$ cat src/rtl/axis_flit_player.sv
// Buffered AXI-Stream flit player: flits are loaded while idle, then replayed with backpressure and gaps.
// Define AXIS_FLIT_PLAYER_LOOP_EN to add the loop_en input for wrap-around replay.
module axis_flit_player #(
    parameter int DATA_W = 64,
    parameter int KEEP_W = DATA_W / 8,
    parameter int DEPTH  = 64,
    parameter int CNT_W  = 16
) (
    input  logic                   CLK,
    input  logic                   ARESETN,
    input  logic                   load_valid,
    input  logic [DATA_W-1:0]      load_data,
    input  logic [KEEP_W-1:0]      load_keep,
    input  logic                   load_last,
    output logic                   load_ready,
    input  logic                   clear,
    input  logic                   start,
    input  logic                   stop,
    input  logic [7:0]             gap_cycles,
`ifdef AXIS_FLIT_PLAYER_LOOP_EN
    input  logic                   loop_en,
`endif
    output logic [DATA_W-1:0]      M_AXIS_tdata,
    output logic [KEEP_W-1:0]      M_AXIS_tkeep,
    output logic                   M_AXIS_tlast,
    output logic                   M_AXIS_tvalid,
    input  logic                   M_AXIS_tready,
    output logic [$clog2(DEPTH):0] fill,
    output logic                   busy,
    output logic                   done,
    output logic [CNT_W-1:0]       flit_count,
    output logic [CNT_W-1:0]       pkt_count,
    output logic [1:0]             dbg_state_o
);
    localparam int AW = $clog2(DEPTH);
    localparam int FW = AW + 1;
    localparam int EW = DATA_W + KEEP_W + 1;

    typedef enum logic [1:0] {S_IDLE, S_PLAY, S_GAP, S_FIN} state_t;

    state_t           state_q, state_d;
    logic [AW-1:0]    wr_ptr_q, wr_ptr_d;
    logic [AW-1:0]    rd_ptr_q, rd_ptr_d;
    logic [FW-1:0]    fill_q, fill_d;
    logic [7:0]       gap_q, gap_d;
    logic             stop_q, stop_d;
    logic [CNT_W-1:0] flit_cnt_q, flit_cnt_d;
    logic [CNT_W-1:0] pkt_cnt_q, pkt_cnt_d;

    // Entry layout is {data, keep, last}; contents are deliberately not reset.
    logic [EW-1:0]    mem [DEPTH];
    logic [EW-1:0]    rd_entry;
    logic             rd_last;
    logic             at_end;
    logic             load_fire;
    logic             beat_fire;
    logic             stop_pend;
    logic             loop_on;
    logic             wrap_stop;

    assign rd_entry  = mem[rd_ptr_q];
    assign rd_last   = rd_entry[0];
    assign at_end    = ({1'b0, rd_ptr_q} == (fill_q - FW'(1)));
    assign stop_pend = stop_q | stop;

    // Handshakes: a load transfers when load_valid & load_ready at CLK; a beat transfers when
    // M_AXIS_tvalid & M_AXIS_tready at CLK. tvalid, once high, holds with stable payload until it transfers.
    assign load_ready = ARESETN & (state_q == S_IDLE) & (fill_q != FW'(DEPTH));
    assign load_fire  = load_valid & load_ready & ~clear;
    assign beat_fire  = M_AXIS_tvalid & M_AXIS_tready;

`ifdef AXIS_FLIT_PLAYER_LOOP_EN
    logic seen_last_q, seen_last_d;
    assign loop_on   = loop_en;
    // With no tlast anywhere in the buffer a pending stop takes effect at the wrap point.
    assign wrap_stop = at_end & ~seen_last_q;
`else
    assign loop_on   = 1'b0;
    assign wrap_stop = 1'b0;
`endif

    always_comb begin
        state_d    = state_q;
        wr_ptr_d   = wr_ptr_q;
        rd_ptr_d   = rd_ptr_q;
        fill_d     = fill_q;
        gap_d      = gap_q;
        stop_d     = stop_q;
        flit_cnt_d = flit_cnt_q;
        pkt_cnt_d  = pkt_cnt_q;
`ifdef AXIS_FLIT_PLAYER_LOOP_EN
        seen_last_d = seen_last_q;
`endif
        unique case (state_q)
            S_IDLE: begin
                stop_d = 1'b0;
                if (clear) begin
                    wr_ptr_d = '0;
                    rd_ptr_d = '0;
                    fill_d   = '0;
                end else begin
                    if (load_fire) begin
                        wr_ptr_d = wr_ptr_q + AW'(1);
                        fill_d   = fill_q + FW'(1);
                    end
                    if (start) begin
                        if (fill_q != '0) begin
                            state_d    = S_PLAY;
                            rd_ptr_d   = '0;
                            flit_cnt_d = '0;
                            pkt_cnt_d  = '0;
`ifdef AXIS_FLIT_PLAYER_LOOP_EN
                            seen_last_d = 1'b0;
`endif
                        end else begin
                            state_d = S_FIN;
                        end
                    end
                end
            end
            S_PLAY: begin
                stop_d = stop_pend;
                if (beat_fire) begin
                    flit_cnt_d = flit_cnt_q + CNT_W'(1);
                    rd_ptr_d   = at_end ? '0 : rd_ptr_q + AW'(1);
                    if (rd_last) begin
                        pkt_cnt_d = pkt_cnt_q + CNT_W'(1);
`ifdef AXIS_FLIT_PLAYER_LOOP_EN
                        seen_last_d = 1'b1;
`endif
                    end
                    if (at_end && !loop_on) begin
                        state_d = S_FIN;
                    end else if (rd_last && stop_pend) begin
                        state_d = S_FIN;
                    end else if (wrap_stop && stop_pend) begin
                        state_d = S_FIN;
                    end else if (rd_last && (gap_cycles != 8'd0)) begin
                        state_d = S_GAP;
                        gap_d   = gap_cycles;
                    end
                end
            end
            S_GAP: begin
                stop_d = stop_pend;
                if (stop_pend) begin
                    state_d = S_FIN;
                end else if (gap_q == 8'd1) begin
                    state_d = S_PLAY;
                end else begin
                    gap_d = gap_q - 8'd1;
                end
            end
            S_FIN: begin
                state_d = S_IDLE;
                stop_d  = 1'b0;
            end
            default: state_d = S_IDLE;
        endcase
    end

    always_ff @(posedge CLK or negedge ARESETN) begin
        if (!ARESETN) begin
            state_q    <= S_IDLE;
            wr_ptr_q   <= '0;
            rd_ptr_q   <= '0;
            fill_q     <= '0;
            gap_q      <= '0;
            stop_q     <= 1'b0;
            flit_cnt_q <= '0;
            pkt_cnt_q  <= '0;
        end else begin
            state_q    <= state_d;
            wr_ptr_q   <= wr_ptr_d;
            rd_ptr_q   <= rd_ptr_d;
            fill_q     <= fill_d;
            gap_q      <= gap_d;
            stop_q     <= stop_d;
            flit_cnt_q <= flit_cnt_d;
            pkt_cnt_q  <= pkt_cnt_d;
        end
    end

`ifdef AXIS_FLIT_PLAYER_LOOP_EN
    always_ff @(posedge CLK or negedge ARESETN) begin
        if (!ARESETN) begin
            seen_last_q <= 1'b0;
        end else begin
            seen_last_q <= seen_last_d;
        end
    end
`endif

    always_ff @(posedge CLK) begin
        if (load_fire) begin
            mem[wr_ptr_q] <= {load_data, load_keep, load_last};
        end
    end

    // Payload is forced to zero whenever no beat is offered, so reset also clears it.
    assign M_AXIS_tvalid = (state_q == S_PLAY);
    assign M_AXIS_tdata  = M_AXIS_tvalid ? rd_entry[EW-1 -: DATA_W] : '0;
    assign M_AXIS_tkeep  = M_AXIS_tvalid ? rd_entry[KEEP_W:1] : '0;
    assign M_AXIS_tlast  = M_AXIS_tvalid & rd_last;

    assign fill        = fill_q;
    assign busy        = (state_q != S_IDLE);
    assign done        = (state_q == S_FIN);
    assign flit_count  = flit_cnt_q;
    assign pkt_count   = pkt_cnt_q;
    assign dbg_state_o = state_q;
endmodule

$ cat config.mk
export PLATFORM = sky130hd
export DESIGN_NAME = axis_flit_player
export DESIGN_NICKNAME = d
export VERILOG_FILES = /design/src/rtl/axis_flit_player.sv
export SDC_FILE = /design/constraint.sdc
export NUM_CORES = 2
export LEC_CHECK = 0
export BUFFER_PORTS_ARGS = -buffer_cell sky130_fd_sc_hd__buf_2
export CAP_MARGIN = 20
export CORE_ASPECT_RATIO = 1.2
export CORE_MARGIN = 4
export CORE_UTILIZATION = 45
export CTS_CLUSTER_DIAMETER = 40
export DETAILED_ROUTE_END_ITERATION = 10
export PLACE_DENSITY = 0.72
export SETUP_SLACK_MARGIN = 0.2
export SLEW_MARGIN = 10
export SYNTH_ARGS = -nofsm -noshare
export SYNTH_HDL_FRONTEND = slang
export SYNTH_MEMORY_MAX_BITS = 65536
export SYNTH_SLANG_ARGS = --single-unit
$ cat constraint.sdc
create_clock -name CLK -period 13.8 [get_ports CLK]
set_input_delay 1.38 -clock CLK [delete_from_list [all_inputs] [get_ports CLK]]
set_output_delay 1.38 -clock CLK [all_outputs]
set_load 0.005 [all_outputs]
==> results.md <==
- Routed len/inst: 35.1 µm
- Worst slack, placed: 7.05 ns
- H-Tree Level Count: 5
- Initial antenna violation count: 48
- Worst clock skew: 0.0705 ns
- # IOs: 206
- Reg area: 142000 µm²
- Drt initial violations: 12100
- Yosys cell types: 60
- Clk pin slew, worst setup/hold paths: 0.06 ns
- Cell count after synthesis: 7160
- GRT Util Overall: 22.5%
- Grt met1 use: 29.3%
- Largest net degree at the start of global routing: 157
- Reg-to-reg slack, setup: 8.13 ns
- Setup ws final: 6.16 ns
- Final instance area: 205000 µm²
- Setup TNS: 0 ns
- Detail Placement HPWL: 243000 µm
- Total die area: 413000 µm²
- Kind of critical path: register to primary output
- Slew Viols, Final: 0
- Critical path startpoint: rd_ptr_q[1]
- Mean Syn Cell Area: 25.3 µm²
- DP Area: 189000 µm²
- Final period util: 55.4%
- Leading cell type in the layout, fill and taps excluded: edfxtp_1
- Placed cell count: 12400
- Async S/R FF share, synth: 1.31%
- Tightest Pin Transition: 1.30 ns
- CTS tree: yes
- Post-synth EDFFs: 4672
- Post-synthesis sequential area ratio: 78.3%
- Tightest Hold Check Type: register to register
- Met2 Usage GRT: 37.7%
- Area of the multi-input gates: 37900 µm²
- # setup viols final: 0
- Core ar.: 400000 µm²
- CP endpoint: M_AXIS_tdata[19]
- Worst-Skew Late Latency: 0.98 ns
- # DRC: 0
- Worst Path Max Fanout: 156
- Mapped Nets: 7262
- Synth Flop Type: edfxtp_1
- Yosys warnings: 0
- Die width: 587 µm
- Startpoint Class: register
- Finished Layout Cells: 13300
- Reg2reg path depth: 11
- Fmax: 0.131 GHz
- Final worst path period need: 7.64 ns
- Unrepaired setup endpoints after global routing: false
- Num rows: 254
- Met3 usage: 4.26%
- Drt first pass iters: 6
- Synthesized area: 181000 µm²
- Most frequent cells in the layout: edfxtp_1, mux4_2, clkbuf_16
- Hold bufs inserted after CTS: 0
- Filler cell count: 29600
- Buffers on Ports: 205
- CP Capture Type: primary output
- Nets: 7778
- Antenna-violating nets left: 0
- Postcts setup bufs: 0
- Global-route wire length before repair: 663000 µm
- Routed via count: 84000
- Synth Register Bits: 4734
- Die Height: 703 µm
- Vias in the first global route: 85700
- GRT Max-Usage Layer: met2
- FF-to-FF End: mem[45][46]
- PD cells: 170 nW/µm²
- Final hold slack: 0.564 ns
- Count of final hold-check violations: 0
- MaxCap Viol Count: 0
- Worst R2R Start: dbg_state_o[0]
- Total wire length: 468000 µm
- Lkg Pwr: 0.0617 µW
- Initial core utilization: 45.3%
- Routability Congestion: 0.795
- Area grow syn2layout: 13.4%
- Max clock buf depth: 4
- Number of CTS-inserted buffers: 458
- GRT overflow: 0
- Worst path arrival time: 6.26 ns
- Root buf cell: clkbuf_16
- Peak VDD IR: 170 µV
- Slew HR: 13.3%
- Cts repair resizes: 0
- Via density: 6.30
- Status: finished, final reports clean
- Share of cells above drive strength 1: 34.1%
- Crit path required time: 12.42 ns
- Clock Sinks: 4734
-- critical path, cell delays in order (launching register included) --
cell,delay [ns]
dfrtp_4,0.94
buf_4,0.64
buf_12,0.62
buf_4,0.78
mux4_2,0.45
mux4_2,0.51
mux4_2,0.55
and2_1,0.21
buf_2,0.13
-- kinds of logic (layout without fill, tap and decap cells) --
group	Yosys count	after routing	share of synthesized area, %
DFF	4734	4734	78.3
muxes	1542	1542	19.1
buffers and inverters	401	1305	0.991
and+or+nand+nor	343	343	0.959
AOI/OAI and AO/OA	89	89	0.344
xor gates and xnor gates	37	37	0.187
adders and majority gates	14	14	0.0967
other	0	29	0
-- sequential cells by signal (all words and copies together), names as in the netlist --
| register | flops |
|---|---|
| dbg_state_o | 2 |
| fill | 7 |
| flit_count | 16 |
| gap_q | 8 |
| mem | 4672 |
| pkt_count | 16 |
| rd_ptr_q | 6 |
| stop_q | 1 |
| wr_ptr_q | 6 |
-- where the power goes --
group	leakage (µW)	switching (µW)	total [µW]	internal [µW]
clock	0.00730	5450	12500	7010
sequential	0.0428	105	16000	15900
combinational	0.0116	3260	6400	3140
-- metal layers --
| metal | wire length (µm) | vias up |
|---|---|---|
| li1 | - | 32300 |
| met1 | 163000 | 45400 |
| met2 | 237000 | 5326 |
| met3 | 47800 | 965 |
| met4 | 19900 | 28 |
| met5 | 180 | - |
-- worst min-delay path by stage --
stage                             start       endpoint  cells past startpoint
after floorplan           flit_count[4]  flit_count[4]                      1
final                     flit_count[3]  flit_count[3]                      1
after global routing      flit_count[4]  flit_count[4]                      1
after CTS                 flit_count[4]  flit_count[4]                      1
after detailed placement  flit_count[3]  flit_count[3]                      1
after global placement    flit_count[4]  flit_count[4]                      1
-- cell usage after synthesis, drive strengths merged, types with 7 or more instances --
cell type	instances	area, µm²
ha	14	175
clkbuf	212	796
mux2i	13	130
mux4	1528	34400
dfrtp	62	1550
a21oi	14	70.1
and2	78	488
o21ai	23	115
nand4	13	81.3
nor4	7	43.8
edfxtp	4672	140000
and3	8	50.1
nand2	40	150
nor2	121	454
xor2	19	166
nand3	20	100
nand2b	8	50.1
nor3	13	65.1
inv	18	67.6
buf	170	927
xnor2	17	149
-- cell type report --
class / instances / share of cell area [%]
clock inverters: 320 / 1.54
diodes: 29 / 0.0354
multi-input cells: 2025 / 18.5
clock buffers: 528 / 5.79
inverters: 19 / 0.0347
repair buffers: 438 / 1.80
well taps: 5248 / 3.20
flip-flops and latches: 4734 / 69.1
-- stage by stage --
step                      total power (µW)  utilization [%]
final                                34800             51.3
after CTS                            35000             51.1
after floorplan                      20700                -
after global placement               22600             47.3
after global routing                 36000             51.3
after detailed placement             22700             47.3
(Power assumes the default switching activity.)
